<file path="config.mk">
export PLATFORM = sky130hd
export DESIGN_NAME = fb_scanout
export DESIGN_NICKNAME = d
export VERILOG_FILES = /design/src/rtl/fb_scanout.sv
export SDC_FILE = /design/constraint.sdc
export NUM_CORES = 1
export LEC_CHECK = 0
export BUFFER_PORTS_ARGS = -buffer_cell sky130_fd_sc_hd__buf_2
export CORE_MARGIN = 1.5
export CORE_UTILIZATION = 60
export CTS_CLUSTER_SIZE = 16
export DETAILED_ROUTE_END_ITERATION = 10
export PLACE_DENSITY_LB_ADDON = 0.08
export SLEW_MARGIN = 20
export SYNTH_ARGS = -nofsm -noshare
export SYNTH_HDL_FRONTEND = slang
export SYNTH_SLANG_ARGS = --single-unit
</file>
<file path="constraint.sdc">
create_clock -name CLK -period 15.6 [get_ports CLK]
set_input_delay 3.12 -clock CLK [delete_from_list [all_inputs] [get_ports CLK]]
set_output_delay 3.12 -clock CLK [all_outputs]
set_load 0.02 [all_outputs]
</file>
<file path="src/rtl/fb_scanout.sv">
// fb_scanout: 640x480 VGA-style raster scanout of an 8-bit grayscale framebuffer, centred image.
// Optional build macro SCANOUT_BORDER_EN draws a 1-pixel white ring around the image rectangle.
module fb_scanout #(
    parameter int         H_ACTIVE = 640,
    parameter int         H_FP     = 16,
    parameter int         H_SYNC   = 96,
    parameter int         H_BP     = 48,
    parameter int         V_ACTIVE = 480,
    parameter int         V_FP     = 10,
    parameter int         V_SYNC   = 2,
    parameter int         V_BP     = 33,
    parameter int         FB_DEPTH = 76800,
    parameter logic [7:0] BG_COLOR = 8'h00
) (
    input  logic        CLK,
    input  logic        RESET,
    input  logic [10:0] IMG_WIDTH_OUT,
    input  logic [9:0]  IMG_HEIGHT_OUT,
    input  logic        enable,
    input  logic [7:0]  PIXEL_IN,
    output logic [16:0] R_ADDR,
    output logic        rden_out,
    output logic [7:0]  VGA_R,
    output logic [7:0]  VGA_G,
    output logic [7:0]  VGA_B,
    output logic        VGA_HS,
    output logic        VGA_VS,
    output logic        VGA_BLANK_N,
    output logic        frame_start
);

    localparam int H_TOTAL = H_ACTIVE + H_FP + H_SYNC + H_BP;
    localparam int V_TOTAL = V_ACTIVE + V_FP + V_SYNC + V_BP;

    localparam logic [10:0] H_ACT_W = 11'(H_ACTIVE);
    localparam logic [10:0] H_LAST  = 11'(H_TOTAL - 1);
    localparam logic [10:0] HS_BEG  = 11'(H_ACTIVE + H_FP);
    localparam logic [10:0] HS_END  = 11'(H_ACTIVE + H_FP + H_SYNC);
    localparam logic [9:0]  V_ACT_W = 10'(V_ACTIVE);
    localparam logic [9:0]  V_LAST  = 10'(V_TOTAL - 1);
    localparam logic [9:0]  VS_BEG  = 10'(V_ACTIVE + V_FP);
    localparam logic [9:0]  VS_END  = 10'(V_ACTIVE + V_FP + V_SYNC);
    localparam logic [18:0] DEPTH_W = 19'(FB_DEPTH);

    // Stage 0: raster counters and per-frame latched geometry
    logic [10:0] h_q;
    logic [9:0]  v_q;
    logic [9:0]  w_q;
    logic [9:0]  ht_q;
    logic        en_q;
    logic [18:0] row_base_q;

    logic        at_origin, line_end, frame_end;
    logic [9:0]  w_clamp, ht_clamp, w_cur, ht_cur;
    logic        en_cur;
    logic [10:0] x_diff, h_end, v_end, rel_x;
    logic [9:0]  y_diff, x_off, y_off;
    logic        h_in, v_in, active, hs, vs, in_img;
    logic [18:0] addr;

    assign at_origin = (h_q == 11'd0) && (v_q == 10'd0);
    assign line_end  = (h_q == H_LAST);
    assign frame_end = line_end && (v_q == V_LAST);

    assign w_clamp  = (IMG_WIDTH_OUT > H_ACT_W) ? H_ACT_W[9:0] : IMG_WIDTH_OUT[9:0];
    assign ht_clamp = (IMG_HEIGHT_OUT > V_ACT_W) ? V_ACT_W : IMG_HEIGHT_OUT;

    // At (0,0) the fresh inputs are used directly so the very first pixel already sees the new geometry
    assign w_cur  = at_origin ? w_clamp  : w_q;
    assign ht_cur = at_origin ? ht_clamp : ht_q;
    assign en_cur = at_origin ? enable   : en_q;

    assign x_diff = H_ACT_W - {1'b0, w_cur};
    assign x_off  = x_diff[10:1];
    assign y_diff = V_ACT_W - ht_cur;
    assign y_off  = {1'b0, y_diff[9:1]};
    assign h_end  = {1'b0, x_off} + {1'b0, w_cur};
    assign v_end  = {1'b0, y_off} + {1'b0, ht_cur};

    assign h_in   = (h_q >= {1'b0, x_off}) && (h_q < h_end);
    assign v_in   = ({1'b0, v_q} >= {1'b0, y_off}) && ({1'b0, v_q} < v_end);
    assign active = (h_q < H_ACT_W) && (v_q < V_ACT_W);
    assign hs     = !((h_q >= HS_BEG) && (h_q < HS_END));
    assign vs     = !((v_q >= VS_BEG) && (v_q < VS_END));

    assign rel_x  = h_q - {1'b0, x_off};
    assign addr   = row_base_q + {8'd0, rel_x};
    assign in_img = active && h_in && v_in && en_cur && (addr < DEPTH_W);

`ifdef SCANOUT_BORDER_EN
    logic bx, by, border;
    logic border_q1, border_q2;
    // h+1 / v+1 keep the left and top ring sides off-screen when the offset is zero
    assign bx     = (h_q + 11'd1 >= {1'b0, x_off}) && (h_q <= h_end);
    assign by     = ({1'b0, v_q} + 11'd1 >= {1'b0, y_off}) && ({1'b0, v_q} <= v_end);
    assign border = active && en_cur && (w_cur != 10'd0) && (ht_cur != 10'd0)
                    && bx && by && !(h_in && v_in);
`endif

    always_ff @(posedge CLK or negedge RESET) begin
        if (!RESET) begin
            h_q        <= '0;
            v_q        <= '0;
            w_q        <= '0;
            ht_q       <= '0;
            en_q       <= 1'b0;
            row_base_q <= '0;
        end else begin
            if (at_origin) begin
                w_q  <= w_clamp;
                ht_q <= ht_clamp;
                en_q <= enable;
            end
            if (line_end) begin
                h_q <= '0;
                v_q <= frame_end ? 10'd0 : v_q + 10'd1;
            end else begin
                h_q <= h_q + 11'd1;
            end
            if (frame_end) begin
                row_base_q <= '0;
            end else if (line_end && v_in) begin
                row_base_q <= row_base_q + {9'd0, w_cur};
            end
        end
    end

    // Stage 1: read request plus delayed raster flags
    logic [16:0] raddr_q;
    logic        rden_q;
    logic        in_img_q1, active_q1, hs_q1, vs_q1, fs_q1;
    // Stage 2: aligned with RAM read data
    logic        in_img_q2, active_q2, hs_q2, vs_q2, fs_q2;

    always_ff @(posedge CLK or negedge RESET) begin
        if (!RESET) begin
            raddr_q   <= '0;
            rden_q    <= 1'b0;
            in_img_q1 <= 1'b0;
            active_q1 <= 1'b0;
            hs_q1     <= 1'b1;
            vs_q1     <= 1'b1;
            fs_q1     <= 1'b0;
            in_img_q2 <= 1'b0;
            active_q2 <= 1'b0;
            hs_q2     <= 1'b1;
            vs_q2     <= 1'b1;
            fs_q2     <= 1'b0;
        end else begin
            rden_q    <= in_img;
            if (in_img) begin
                raddr_q <= addr[16:0];
            end
            in_img_q1 <= in_img;
            active_q1 <= active;
            hs_q1     <= hs;
            vs_q1     <= vs;
            fs_q1     <= at_origin;
            in_img_q2 <= in_img_q1;
            active_q2 <= active_q1;
            hs_q2     <= hs_q1;
            vs_q2     <= vs_q1;
            fs_q2     <= fs_q1;
        end
    end

`ifdef SCANOUT_BORDER_EN
    always_ff @(posedge CLK or negedge RESET) begin
        if (!RESET) begin
            border_q1 <= 1'b0;
            border_q2 <= 1'b0;
        end else begin
            border_q1 <= border;
            border_q2 <= border_q1;
        end
    end
`endif

    // RAM data arrives with the stage-2 flags, so the pixel mux is combinational on PIXEL_IN
    logic [7:0] pix;
    always_comb begin
        pix = 8'h00;
        if (in_img_q2) begin
            pix = PIXEL_IN;
`ifdef SCANOUT_BORDER_EN
        end else if (border_q2) begin
            pix = 8'hFF;
`endif
        end else if (active_q2) begin
            pix = BG_COLOR;
        end
    end

    assign R_ADDR      = raddr_q;
    assign rden_out    = rden_q;
    assign VGA_R       = pix;
    assign VGA_G       = pix;
    assign VGA_B       = pix;
    assign VGA_HS      = hs_q2;
    assign VGA_VS      = vs_q2;
    assign VGA_BLANK_N = active_q2;
    assign frame_start = fs_q2;

endmodule

</file>
**Yosys cells after proc, flatten, opt, wreduce, memory -nomap -nowiden**

Cells that the tools add are included.

- Bits in registers: 88
- Input bits: 32
- Output and inout bits: 46

- Add/sub/neg operators: 9
- Magnitude comparators: 13
- Equality and inequality tests: 2
- Muxes and demuxes: 10
- Reduce and logical (&&, ||, !) cells: 17

Operators with widths:

| operator | count |
|---|---|
| 10-bit two-way mux | 5 |
| 19-bit two-way mux | 2 |
| 11-bit by 10-bit < comparator with 1-bit output (second input constant) | 2 |
| 10-bit by 9-bit < comparator with 1-bit output (second input constant) | 2 |
| 19-bit by 10-bit adder with 19-bit output | 1 |
| 19-bit by 11-bit adder with 19-bit output | 1 |
| 19-bit by 17-bit < comparator with 1-bit output (second input constant) | 1 |
| 1-bit logical AND | 12 |
| 10-bit by 10-bit adder with 11-bit output | 1 |
| 11-bit by 1-bit adder with 11-bit output (second input constant) | 1 |
| 9-bit by 10-bit adder with 11-bit output | 1 |
| 11-bit by 10-bit equality test with 1-bit output (second input constant) | 1 |
| 11-bit by 10-bit >= comparator with 1-bit output | 1 |
| 11-bit by 10-bit >= comparator with 1-bit output (second input constant) | 1 |
| 11-bit by 10-bit > comparator with 1-bit output (second input constant) | 1 |
| 11-bit logical NOT | 1 |
| 10-bit by 11-bit < comparator with 1-bit output | 1 |
| 11-bit < comparator | 1 |
| 11-bit two-way mux | 1 |
| 10-bit by 10-bit subtractor with 11-bit output (first input constant) | 1 |
| 11-bit by 10-bit subtractor with 11-bit output | 1 |
| 10-bit by 1-bit adder with 10-bit output (second input constant) | 1 |
| 10-bit equality test (second input constant) | 1 |
| 10-bit by 9-bit >= comparator with 1-bit output | 1 |
| 8 further kinds | 9 |

**Depth between registers and ports, before layout**

Gate-level depths: netlist (run 1).

- Depth after elaboration: 11
- Depth in mapped cells: 36

**Worst setup path after synthesis (run 1)**

OpenSTA, ideal clock, no wires.

- Path kind: input port to flip-flop
- Start: input port IMG_WIDTH_OUT[8]
- End: register raddr_q[0] (netlist: R_ADDR[0])
- Setup time: 0.125 ns
- Data arrival time: 8.608 ns
- Required time: 15.475 ns
- Path slack: 6.867 ns
- Stages: 30
- Cells stage by stage: o21a_1 -> nor2_1 -> clkbuf_1 -> nand2_1 -> o21ai_0 -> inv_1 -> ha_1 -> clkbuf_1 -> nand2b_1 -> nor2_1 -> xnor2_1 -> inv_1 -> ha_1 -> a21o_1 -> a21oi_1 -> nand2_1 -> a21o_1 -> a21o_1 -> a21oi_1 -> xor2_1 -> ha_1 -> clkbuf_1 -> nor2_1 -> a21oi_1 -> nand4_1 -> a2111oi_0 -> nand2_1 -> nor4_4 -> buf_6 -> mux2_4

- Word-level cells in the longest chain between the ends: 11
- Elaborated cells on any way between the ends: 15
- Those cells by class: 4 x add/sub; 4 x order compare; 2 x mux; 5 x reduce/logical

Ends and longest elaborated chain:

| element | RTL line | RTL |
|---|---|---|
| start, declared | 17 | `input logic [10:0] IMG_WIDTH_OUT,` |
| 11-bit by 10-bit > comparator with 1-bit output * | 65 | `assign w_clamp = (IMG_WIDTH_OUT > H_ACT_W) ? H_ACT_W[9:0] : IMG_WIDTH_OUT[9:0];` |
| 10-bit two-way mux * | 65 |  |
| 10-bit two-way mux * | n/a |  |
| via w_cur[0] | 54 | `logic [9:0] w_clamp, ht_clamp, w_cur, ht_cur;` |
| parallel branches: the longest is 7 deep, another holds 19-bit by 11-bit adder with 19-bit output | n/a |  |
| 1-bit logical AND * | 88 | `assign in_img = active && h_in && v_in && en_cur && (addr < DEPTH_W);` |
| via in_img | 58 | `logic h_in, v_in, active, hs, vs, in_img;` |
| end signal, assigned | 152 | `raddr_q <= addr[16:0];` |
| end, declared | 129 | `logic [16:0] raddr_q;` |

Mark *: on every way through the listed nets, which the timed path passes.
A chain may end at the register's enable or synchronous reset.

**Worst setup path in the final report (run 1)**

- Start: input port IMG_WIDTH_OUT[8]
- End: register raddr_q[11] (netlist: R_ADDR[11])

- Word-level cells in the longest chain between the ends: 11
- Elaborated cells on any way between the ends: 15
- Those cells by class: 4 x add/sub; 4 x order compare; 2 x mux; 5 x reduce/logical

Ends and longest elaborated chain:

| element | RTL line |
|---|---|
| 11-bit by 10-bit > comparator with 1-bit output * | 65 |
| 10-bit two-way mux * | 65 |
| 10-bit two-way mux * | n/a |
| via w_cur[0] | 54 |
| parallel branches: the longest is 8 deep, another holds 19-bit by 11-bit adder with 19-bit output | n/a |

Marked as above.

==> results of run 1 <==
[placed cells by master, fill, tap and decap left out, drive strengths merged, types with 19 or more instances in the layout]
master  count
dfrtp      84
buf        83
ha         78
nor2       71
nand2      66
o21ai      60
inv        54
xnor2      50
a21oi      47
nand3      27
xor2       21
a21o       19
[logic make-up after synthesis]
group | share of synthesized area, %
XOR/XNOR | 8.30
adder cells (fa/ha/maj) | 13.8
AND/OR/NAND/NOR | 20.6
buffers and inverters | 5.83
flip-flops | 29.4
AO/OA/AOI/OAI | 18.1
multiplexers | 3.87
[power by group]
part / switching (uW) / internal [uW] / leakage [uW]
clock: 102 / 130 / 0.000153
combinational: 102 / 76.5 / 0.00276
sequential: 1.74 / 231 / 0.00110
total: 206 / 437 / 0.00402
[registers in the layout, summed over array words and instances, names as in the netlist]
register     count
w_q             10
en_q             1
v_q             10
active_q1        1
ht_q            10
hs_q1            1
in_img_q1        1
VGA_BLANK_N      1
h_q             11
fs_q1            1
VGA_HS           1
R_ADDR          17
vs_q1            1
frame_start      1
VGA_VS           1
row_base_q      19
in_img_q2        1
[layout make-up]
cell class / count / area [sq um] / share of cell area [%]
clock buffer: 10 / 239 / 2.91
clock inverter: 6 / 66.3 / 0.808
inverter: 52 / 195 / 2.38
multi-input combinational: 685 / 4860 / 59.2
sequential: 88 / 2210 / 26.9
tap: 168 / 210 / 2.56
timing repair buffer: 83 / 433 / 5.27
[worst max-delay path: stages]
cell and delay, ps:
sky130_fd_sc_hd__buf_2 110, sky130_fd_sc_hd__o21a_1 180, sky130_fd_sc_hd__nor2_1 480, sky130_fd_sc_hd__nand2_1 150, sky130_fd_sc_hd__o21ai_0 460, sky130_fd_sc_hd__inv_1 90, sky130_fd_sc_hd__ha_1 300, sky130_fd_sc_hd__nand2b_1 170
sky130_fd_sc_hd__nor2_1 80, sky130_fd_sc_hd__xnor2_1 250, sky130_fd_sc_hd__inv_1 110, sky130_fd_sc_hd__ha_1 340, sky130_fd_sc_hd__a21o_1 200, sky130_fd_sc_hd__a21oi_1 220, sky130_fd_sc_hd__nand2_1 90, sky130_fd_sc_hd__a21o_1 210
sky130_fd_sc_hd__a21o_1 180, sky130_fd_sc_hd__a21oi_1 170, sky130_fd_sc_hd__xor2_1 230, sky130_fd_sc_hd__ha_1 370, sky130_fd_sc_hd__nor2_1 110, sky130_fd_sc_hd__a21oi_1 190, sky130_fd_sc_hd__nand4_1 110, sky130_fd_sc_hd__a2111oi_0 790
sky130_fd_sc_hd__nand2_1 210, sky130_fd_sc_hd__nor4_4 190, sky130_fd_sc_hd__buf_4 330, sky130_fd_sc_hd__mux2_2 380
[through the flow]
stage / setup slack, ps / util (%) / cell area [sq um] / total power [uW] / instances
2_1_floorplan: 6870 / - / 7500 / 368 / 868
3_3_place_gp: 5870 / 65.2 / 7900 / 403 / 1076
3_5_place_dp: 5700 / 65.2 / 7900 / 412 / 1076
4_1_cts: 6050 / 67.8 / 8210 / 643 / 1092
5_1_grt: 5440 / 67.8 / 8210 / 675 / 1092
6_report: 6020 / 67.8 / 8210 / 643 / 1092
[routing by layer]
metal / up-vias / GRT usage [%] / wire, microns
met5: - / 0 / 0
met4: 0 / 12.2 / 528
met3: 46 / 5.54 / 1070
met2: 246 / 55.1 / 9560
met1: 3261 / 36.9 / 8190
li1: 3203 / - / -
[path summary, 6_finish.rpt]
| check | to | slack [ps] | cells after the start |
|---|---|---|---|
| min in group asynchronous | frame_start | 2710 | 1 |
| max | R_ADDR[11] | 6020 | 28 |
| min reg2reg | frame_start | 350 | 0 |
| max in group asynchronous | row_base_q[11] | 11830 | 2 |
| min | frame_start | 350 | 0 |
| max reg2reg | R_ADDR[11] | 6960 | 29 |
==> results by stage, run 1 <==
STA:
- Setup repair after global routing left no endpoint under its margin.
- Between clock sinks in the finished design, the worst skew comes to 6.83 ps.
- In the final timing run, aggregate negative setup slack is 0 ps.
- The final number of max-transition violations was 0.
- The worst slew margin relative to its limit is 30.0%.
- The fmax is 0.104 GHz.
- The slew at the pin closest to its max-slew limit is 1050 ps.
- The final hold violation count came to 0.
- The final-layout worst hold slack is 354 ps.
- The number of endpoints failing setup at the final stage is 0.
- The time the final worst path needs with I/O delays and setup is 9580 ps.
- After layout, the worst path uses 61.4% of the clock period.

Routing:
- After the first detailed-routing iteration, the DRC count stood at 444.
- The number of optimization iterations in the first detailed-route pass is 5.
- Wires add up to 19400 microns.
- The remaining routing DRC violations is 0.
- Dividing the detail-routed via count by the number of cells gives 6.19.
- The post-route antenna net violation count is 0.
- The routed length per instance is 17.7 microns.
- Across all layers, the routed design uses 6756 vias.

Die:
- In this run the core area contains 40 standard-cell rows.
- In this run the horizontal extent of the chip is 115 microns.
- The initial standard-cell utilization of the core is 61.9%.
- The total area inside the core boundary comes to 12100 sq um.
- The height of the chip is 115 microns.
- The area of the die is 13200 sq um.
- The number of primary I/O pins is 78.

Critical path:
- The critical path is of the in2reg type.
- In this run the critical register-to-register path is launched from h_q[1].
- The worst path arrival time is 9820 ps.
- Data on the critical path is required at its endpoint by 15840 ps.
- The worst setup path is launched from an input port.
- The startpoint of the worst setup timing path is IMG_WIDTH_OUT[8].
- The category of the worst setup path capture point is a flop.
- Of all nets on the critical path, the largest fanout is 18.

Yosys:
- The most numerous cell in the Yosys netlist is sky130_fd_sc_hd__dfrtp_1.
- The count of yosys warnings during synthesis is 0.
- Synthesis produced a netlist with a net count of 981.
- The biggest area contributor in the post-synthesis netlist is sky130_fd_sc_hd__dfrtp_1.
- Summing every instance area after synthesis gives 7500 sq um.
- Counting distinct cell types in the post-synthesis netlist gives 73.
- The share of synthesized area in the top cell type comes to 28.0%.
- In this run, synthesis produced a sequential element count of 88.
- After technology mapping, the gate count stands at 868.
- In the synthesized netlist the dominant register cell turns out to be sky130_fd_sc_hd__dfrtp_1.
- By area the synthesized netlist is led by sky130_fd_sc_hd__dfrtp_1 28%, sky130_fd_sc_hd__ha_1 13%, sky130_fd_sc_hd__xnor2_1 5.8%.
- By count the netlist is led by 84 x sky130_fd_sc_hd__dfrtp_1, 78 x sky130_fd_sc_hd__ha_1, 71 x sky130_fd_sc_hd__nor2_1, 66 x sky130_fd_sc_hd__nand2_1, 57 x sky130_fd_sc_hd__o21ai_0.
- The synthesized design contains 0 enable-type register cells.
- The average instance in the mapped netlist occupies 8.64 sq um.
- For this run, the register share of the synthesized area comes to 29.4%.
- Counting flops with an async set or reset pin after synthesis yields a share of 100%.

Clock network:
- The H-tree generated during clock tree synthesis spans 3 levels.
- The later pin in the worst-skew pair is clocked with a latency of 350 ps.
- In this run the post-CTS setup repair buffer count came out at 0.
- TritonCTS built the clock tree.
- For this design, the sink count on the clock tree is 88.
- The total clock buffers created by CTS is 9.
- The cell chosen for the clock root is sky130_fd_sc_hd__clkbuf_16.
- The number of buffers inserted for hold repair after clock tree synthesis is 0.
- After clock tree synthesis, the clock-pin slew on the worst setup and hold paths is 70 ps.
- The maximum number of buffers from clock root to sink is 2.
- Post-CTS repair changed the size of 0 cells.

Finish:
- In the final design database the tool counted 1032 nets.
- The fill cell total of the finished layout is 1040.
- The area growth from synthesis to layout is 9.50%.
- The fraction of final layout cells sized beyond drive strength 1 is 14.8%.
- The number of antenna diodes in the final layout is 0.

Global routing:
- The via count of the first global-routing pass is 6745.
- In the global route stage, overall resource usage came out at 30.8%.
- Entering global routing, the biggest net connects 53 pins.
- After global routing the overflow that remains totals 0.
- The number of antenna violations at the first check in global routing was 0.
- The first global-routing pass estimated 31900 microns of wire.

Place:
- The half-perimeter wire length after placement is 14800 microns.
- Input and output buffers added on the ports amount to 77.
- Routability-driven placement finished with a final weighted congestion of 0.919.

Power and ir drop:
- The worst IR drop on VDD is 0.0595 mV.
- For this design the static power due to leakage is 0.00402 uW.
- The power density over the cells is 78.3 nW/um^2.

Job:
- The count of maximum capacitance violations is 0.

Hold path:
- The tightest min-delay check is of the reg2reg type.
- In this run the most critical hold path is launched from fs_q1.

Outcome:
- The flow ran to the end, and the final reports show no timing, DRC or antenna violations.
(Power assumes the default switching activity.)
==> run 2, diff against run 1 <==
Settings changed: ABC_AREA set to 1, CORE_UTILIZATION 60 to 55.
Clock period 15.6 ns to 8.55 ns, I/O delays scaled along.
==> results by stage, run 2 <==
Yosys:
- The number of flops mapped to enable cells by yosys is 0 (unchanged).
- The number of distinct library cells after synthesis is 54 (-26%).
- The share of the yosys chip area belonging to registers is 27.9% (-1.5 points).
- The average cell area after synthesis came to 7.20 sq um (-17%).
- In the post-synthesis netlist, the biggest area contributors are sky130_fd_sc_hd__dfrtp_1 27%, sky130_fd_sc_hd__nand2_1 13%, sky130_fd_sc_hd__ha_1 12%.
- The cell type with the highest aggregate area in the netlist is sky130_fd_sc_hd__dfrtp_1.
- The number of nets produced by synthesis is 1212 (+24%).
- After synthesis, the most frequently instantiated cells are 265 x sky130_fd_sc_hd__nand2_1, 163 x sky130_fd_sc_hd__inv_1, 97 x sky130_fd_sc_hd__nor2_1, 84 x sky130_fd_sc_hd__dfrtp_1, 78 x sky130_fd_sc_hd__ha_1.
- The register bit total from synthesis came to 88 (unchanged).
- The count of mapped cells out of synthesis was 1099 (+27%).
- The area share of the largest cell type after synthesis came to 26.6% (-1.5 points).
- The count of yosys warnings during synthesis came to 0 (unchanged).
- The most numerous cell in the Yosys netlist is sky130_fd_sc_hd__nand2_1.
- Among all flip-flop cells after synthesis, the most frequent one is sky130_fd_sc_hd__dfrtp_1.
- The share of flip-flops with an asynchronous set or reset is 100% (unchanged).
- The synthesized cell area came to 7910 sq um (+5.5%).

Finish:
- More flip-flops sit in one register than any other, and that register is row_base_q.
- The fraction of final layout cells sized beyond drive strength 1 was 14.6% (-0.22 points).
- The library cells used most frequently in the layout, excluding fill and tap cells, are 265 x sky130_fd_sc_hd__nand2_1, 163 x sky130_fd_sc_hd__inv_1, 97 x sky130_fd_sc_hd__nor2_1.
- The library cell used most frequently in the layout, excluding fill and tap cells, is sky130_fd_sc_hd__nand2_1.
- The number of diodes was 0 (unchanged).
- Relative to the synthesized area, the layout overhead comes to 8.76%.
- The net count reported at finish is 1272 (+23%).
- The flip-flop count of the largest register after layout came to 19 (unchanged).

Global routing:
- The largest net degree at the start of global routing is 57 (+7.5%).
- The number of antenna violations at the first check in global routing was 0 (unchanged).
- The overall global routing resource usage came to 27.2% (-3.6 points).
- The global-route wire length before repair is 31800 microns (-0.22%).
- The sum of overflow across all layers after global routing was 0 (unchanged).
- The via count of the first global-routing pass is 6434 (-4.6%).

Die:
- The area of the die came to 15100 sq um (+15%).
- The initial standard-cell utilization of the core is 56.8% (-5.1 points).
- The height of the chip is 123 microns (+7.1%).
- The row count was 43 (+7.5%).
- The area of the core region was 13900 sq um (+15%).
- The floorplan die width was 123 microns (+7.1%).
- The number of primary I/O pins is 78 (unchanged).

Routing:
- The routed length per instance is 14.5 microns (-18%).
- The post-route antenna net violation count is 0 (unchanged).
- The number of optimization iterations in the first detailed-route pass is 5 (unchanged).
- The total number of vias is 6996 (+3.6%).
- The wire length reported by the detailed router is 19400 microns (+0.41%).
- The via density per instance came to 5.21 (-16%).
- The remaining routing DRC violations is 0 (unchanged).
- The starting DRC count in detailed routing is 381 (-14%).

Clock network:
- The worst-skew pair later-pin latency was 350 ps (about the same).
- The post-cts repair resize count came to 0 (unchanged).
- The TritonCTS clock tree is yes.
- The maximum level of the CTS H-tree is 3 (unchanged).
- The total clock buffers created by CTS came to 9 (unchanged).
- The root buffer cell chosen for the clock tree is sky130_fd_sc_hd__clkbuf_16.
- The clock slew seen by the registers of the worst setup and hold paths is 70 ps (about the same).
- The sink count of the clock tree is 88 (unchanged).
- The number of buffers inserted for hold repair after clock tree synthesis was 0 (unchanged).
- The number of buffers inserted by post-CTS setup repair is 0 (unchanged).
- The maximum number of buffers from clock root to sink is 2 (unchanged).

Critical path:
- The critical path class is in2reg.
- The worst path arrival time is 7440 ps (-2380 ps).
- The cell seen most often among critical-path stages is sky130_fd_sc_hd__nand2_1.
- Grouping stages by cell kind, the critical path spends the most delay in simple AND/OR/NAND/NOR gates.
- The longest individual stage delay on the worst path was 440 ps (-350 ps).
- The slowest library cell on the worst path is sky130_fd_sc_hd__o31ai_1.
- The worst-path maximum fanout is 24 (+6).
- The worst path buffer plus inverter count is 6 (+2).
- The required time at the worst-slack endpoint was 8840 ps (-7000 ps).
- STA classifies the critical path endpoint as a flop.
- The critical path startpoint category is an input port.

STA:
- The worst slew margin relative to its limit is 31.1% (+1.1 points).
- The slew at the pin closest to its max-slew limit is 1020 ps (-23.3 ps).
- The final number of max-transition violations is 0 (unchanged).
- The final setup TNS is 0 ps (unchanged).
- The time the final worst path needs with I/O delays and setup is 7150 ps.
- The portion of the clock cycle consumed by the worst path in the final layout is 83.6%.
- The number of endpoints failing setup at the final stage was 0 (unchanged).
- The worst setup slack after layout is 1400 ps (-4620 ps).
- The final worst clock skew is 8.83 ps (+2.00 ps).
- The final hold violation count is 0 (unchanged).
- Setup repair after global routing left no endpoint under its margin.
- The fmax is 0.140 GHz.

Place:
- The final RePlAce weighted congestion is 0.897 (-2.4%).
- The half-perimeter wire length after placement is 15400 microns (+4.5%).
- The worst setup timing slack at the placement stage is 1120 ps (-4580 ps).
- The number of port buffers was 77 (unchanged).

Power and ir drop:
- The leakage component of the power is 0.00478 uW (+19%).
- The power after layout is 1190 uW (+85%).
- The power density over the cells is 138 nW/um^2 (+76%).
- The worst IR drop on VDD is 0.0916 mV (+54%).

Job:
- The count of maximum capacitance violations is 0 (unchanged).

Outcome:
- The flow ran to the end, and the final reports show no timing, DRC or antenna violations.

Hold path:
- The worst hold path belongs to the class reg2reg.
## run 2: metrics by stage
step	hold WS, ps	std cells	util [%]	instance area, sq um
5_1_grt	365	1344	61.7	8600
2_1_floorplan	331	1099	-	7910
6_report	352	1344	61.7	8600
4_1_cts	355	1344	61.7	8600
3_5_place_dp	338	1328	59.7	8320
3_3_place_gp	333	1328	59.7	8320
## run 2: report_power, final
part | internal [uW] | total [uW] | switching (uW)
Combinational | 140 | 376 | 236
Sequential | 421 | 422 | 1.21
Clock | 204 | 390 | 186
Total | 765 | 1190 | 423
## run 2: worst paths after layout
kind	from	to	slack, ps	depth (start not counted)
worst max-delay path	IMG_WIDTH_OUT[4]	R_ADDR[13]	1400	36
worst min-delay path	fs_q1	frame_start	350	0
worst max register to register	h_q[1]	R_ADDR[13]	2110	37
worst min register to register	fs_q1	frame_start	350	0
max in group asynchronous	RESET	active_q1	6190	2
min in group asynchronous	RESET	R_ADDR[10]	1290	1
## run 2: layout make-up
type | count | area, sq um
Fill cell | 1307 | 5330
Multi-Input combinational cell | 807 | 4830
Sequential cell | 88 | 2210
Inverter | 174 | 653
Timing Repair Buffer | 79 | 403
Clock buffer | 9 | 225
Tap cell | 180 | 225
Clock inverter | 7 | 61.3
## run 2: logic make-up after synthesis
| family | Yosys count | share of synthesized area [%] |
|---|---|---|
| fa+ha+maj | 81 | 13.1 |
| simple gates | 525 | 30.4 |
| flops | 88 | 27.9 |
| buf+inv | 204 | 11.1 |
| compound gates | 138 | 10.6 |
| xor+xnor | 63 | 6.98 |
## run 2: routing by layer
layer / vias up / GRT usage, % / wire [microns]
li1: 3647 / - / -
met1: 3150 / 38.6 / 9470
met2: 176 / 43.6 / 8630
met3: 23 / 3.27 / 939
met4: 0 / 7.78 / 387
met5: - / 0 / 0
==> run 3, diff against run 2 <==
Clock period 8.55 ns to 5.9 ns, I/O delays scaled along.
==> results by stage, run 3 (synthesis gave the netlist of run 2 again) <==
Die:
- The height of the chip came to 123 microns (unchanged).
- The area of the die is 15100 sq um (unchanged).
- The row count was 43 (unchanged).
- The area of the core region came to 13900 sq um (unchanged).
- The initial standard-cell utilization of the core is 56.8% (unchanged).
- The number of primary I/O pins came to 78 (unchanged).
- The floorplan die width is 123 microns (unchanged).

Routing:
- The remaining routing DRC violations is 0 (unchanged).
- The sum of routed wire segments on met1 was 9750 microns (+2.9%).
- The wire length on met3 is 1080 microns (+15%).
- The starting DRC count in detailed routing came to 590 (+55%).
- The post-route antenna net violation count was 0 (unchanged).
- Signal routing reaches up to met4.
- The number of optimization iterations in the first detailed-route pass is 5 (unchanged).
- The routed wire length on met2 is 9590 microns (+11%).
- The routed length per instance is 14.6 microns (+0.99%).
- The total number of vias is 7484 (+7.0%).
- The via density per instance is 5.20 (-0.16%).
- The wire length reported by the detailed router was 21000 microns (+8.2%).

Finish:
- In the layout the commonest cells are 262 x sky130_fd_sc_hd__nand2_1, 161 x sky130_fd_sc_hd__inv_1, 94 x sky130_fd_sc_hd__buf_4.
- The post-layout instance count excluding filler cells is 1440 (+7.1%).
- The most frequent standard cell in the layout excluding fill and tap cells is sky130_fd_sc_hd__nand2_1.
- The register containing the most flip-flops in the final layout is row_base_q.
- The fill cell total of the finished layout is 1199 (-8.3%).
- Compared with the post-synthesis result, the final layout area differs by 21.0%.
- The number of diodes is 0 (unchanged).
- The fraction of final layout cells sized beyond drive strength 1 was 23.3% (+8.6 points).
- The final design utilization came to 68.7% (+6.9 points).
- The flip-flop count of the largest register after layout is 19 (unchanged).
- The net count reported at finish is 1368 (+7.5%).

STA:
- The final worst clock skew was 9.38 ps (+0.548 ps).
- Setup repair after global routing could not meet its margin everywhere.
- The slew at the pin closest to its max-slew limit came to 1200 ps (+179 ps).
- The final critical path takes up 93.5% of the cycle.
- The fmax is 0.181 GHz.
- The number of endpoints failing setup at the final stage is 0 (unchanged).
- The final setup TNS came to 0 ps (unchanged).
- The routed design could run at a clock period as short as 5520 ps.
- The final-layout worst hold slack is 357 ps (+4.87 ps).
- The final number of max-transition violations is 0 (unchanged).
- The worst slew margin relative to its limit is 19.7% (-11 points).
- The final hold violation count was 0 (unchanged).

Global routing:
- The largest net degree at the start of global routing is 67 (+18%).
- The number of antenna violations at the first check in global routing is 0 (unchanged).
- The global-route wire length before repair is 33800 microns (+6.1%).
- The sum of overflow across all layers after global routing is 0 (unchanged).
- The via count of the first global-routing pass came to 6905 (+7.3%).
- The overall global routing resource usage is 28.9% (+1.7 points).

Clock network:
- The clock slew seen by the registers of the worst setup and hold paths is 70 ps (about the same).
- The worst-skew pair later-pin latency came to 350 ps (about the same).
- The total clock buffers created by CTS is 9 (unchanged).
- The maximum number of buffers from clock root to sink came to 2 (unchanged).
- The maximum level of the CTS H-tree is 3 (unchanged).
- The TritonCTS clock tree is yes.
- The sink count of the clock tree is 88 (unchanged).
- The number of buffers inserted for hold repair after clock tree synthesis is 0 (unchanged).
- In this run the clock root is driven by a sky130_fd_sc_hd__clkbuf_16.

Hold path:
- The class of the most critical hold timing path is reg2reg.
- The instance count along the most critical hold path is 0 (unchanged).

Critical path:
- The category of the worst setup path capture point is a flop.
- The worst path buffer plus inverter count came to 4 (-2).
- Among cell families on the critical path, the largest total delay comes from simple AND/OR/NAND/NOR gates.
- The worst-path maximum fanout is 5 (-79%).
- The required time at the worst-slack endpoint is 6130 ps (-2710 ps).
- The critical path class is in2reg.
- The longest individual stage delay on the worst path was 330 ps (-110 ps).
- The worst path arrival time is 5750 ps (-1690 ps).
- The critical path startpoint category is an input port.
- The number of cells on the critical path is 34 (-5.6%).
- Among all stages on the critical path, the largest delay is contributed by sky130_fd_sc_hd__ha_1.
- The path depth of the worst reg2reg path came to 34 (-8.1%).

Outcome:
- The run finished with clean final reports.

Place:
- The final RePlAce weighted congestion came to 0.920 (+2.6%).
- The number of port buffers is 77 (unchanged).
- The instance count after placement with tap cells included is 1416 (+6.6%).
- The half-perimeter wire length after placement is 16500 microns (+6.7%).

Job:
- The count of maximum capacitance violations is 0 (unchanged).

Power and ir drop:
- The leakage component of the power is 0.00530 uW (+11%).
- The power density over the cells is 199 nW/um^2 (+44%).
- The power after layout is 1910 uW (+60%).
- The worst IR drop on VDD is 0.126 mV (+38%).
run 3: what timing repair did:
| item | 4_1_cts | 5_1_grt |
|---|---|---|
| endpoints found under the setup margin | 0 | 37 |
| setup buffers | 0 | 6 |
| endpoints found under the hold margin | 0 | 0 |
| resized for setup | 0 | 37 |
run 3: final timing paths:
| kind | from | endpoint | slack (ps) |
|---|---|---|---|
| worst max-delay path | IMG_WIDTH_OUT[0] | R_ADDR[9] | 380 |
| worst min-delay path | fs_q1 | frame_start | 360 |
| worst max register to register | h_q[0] | R_ADDR[9] | 420 |
| worst min register to register | fs_q1 | frame_start | 360 |
| max in group asynchronous | RESET | h_q[1] | 4020 |
| min in group asynchronous | RESET | R_ADDR[14] | 710 |
run 3: area by class of cell:
cell class              count  area [sq um]  share of cell area [%]
multi-input cells         809          5020                    52.5
flip-flops and latches     88          2210                    23.1
repair buffers            173          1150                    12.0
inverters                 174           653                    6.83
clock buffers              10           239                    2.50
well taps                 180           225                    2.35
clock inverters             6          72.6                   0.758
run 3: report_power, final:
group          internal, uW  switching [uW]
Sequential              610            1.87
Combinational           303             378
Clock                   347             266
Total                  1260             645
run 3: layer usage:
| layer | up-vias | GRT usage [%] |
|---|---|---|
| met2 | 220 | 46.7 |
| met5 | - | 0 |
| li1 | 3838 | - |
| met1 | 3384 | 39.5 |
| met4 | 0 | 10.5 |
| met3 | 42 | 3.87 |
run 3: stage by stage:
| step | instance area, sq um | worst slack (ps) |
|---|---|---|
| global route | 9570 | -41.5 |
| CTS | 9300 | 34.8 |
| finish | 9570 | 382 |
| floorplan | 7910 | 231 |
| detailed placement | 8990 | -255 |
| global placement | 8990 | -142 |
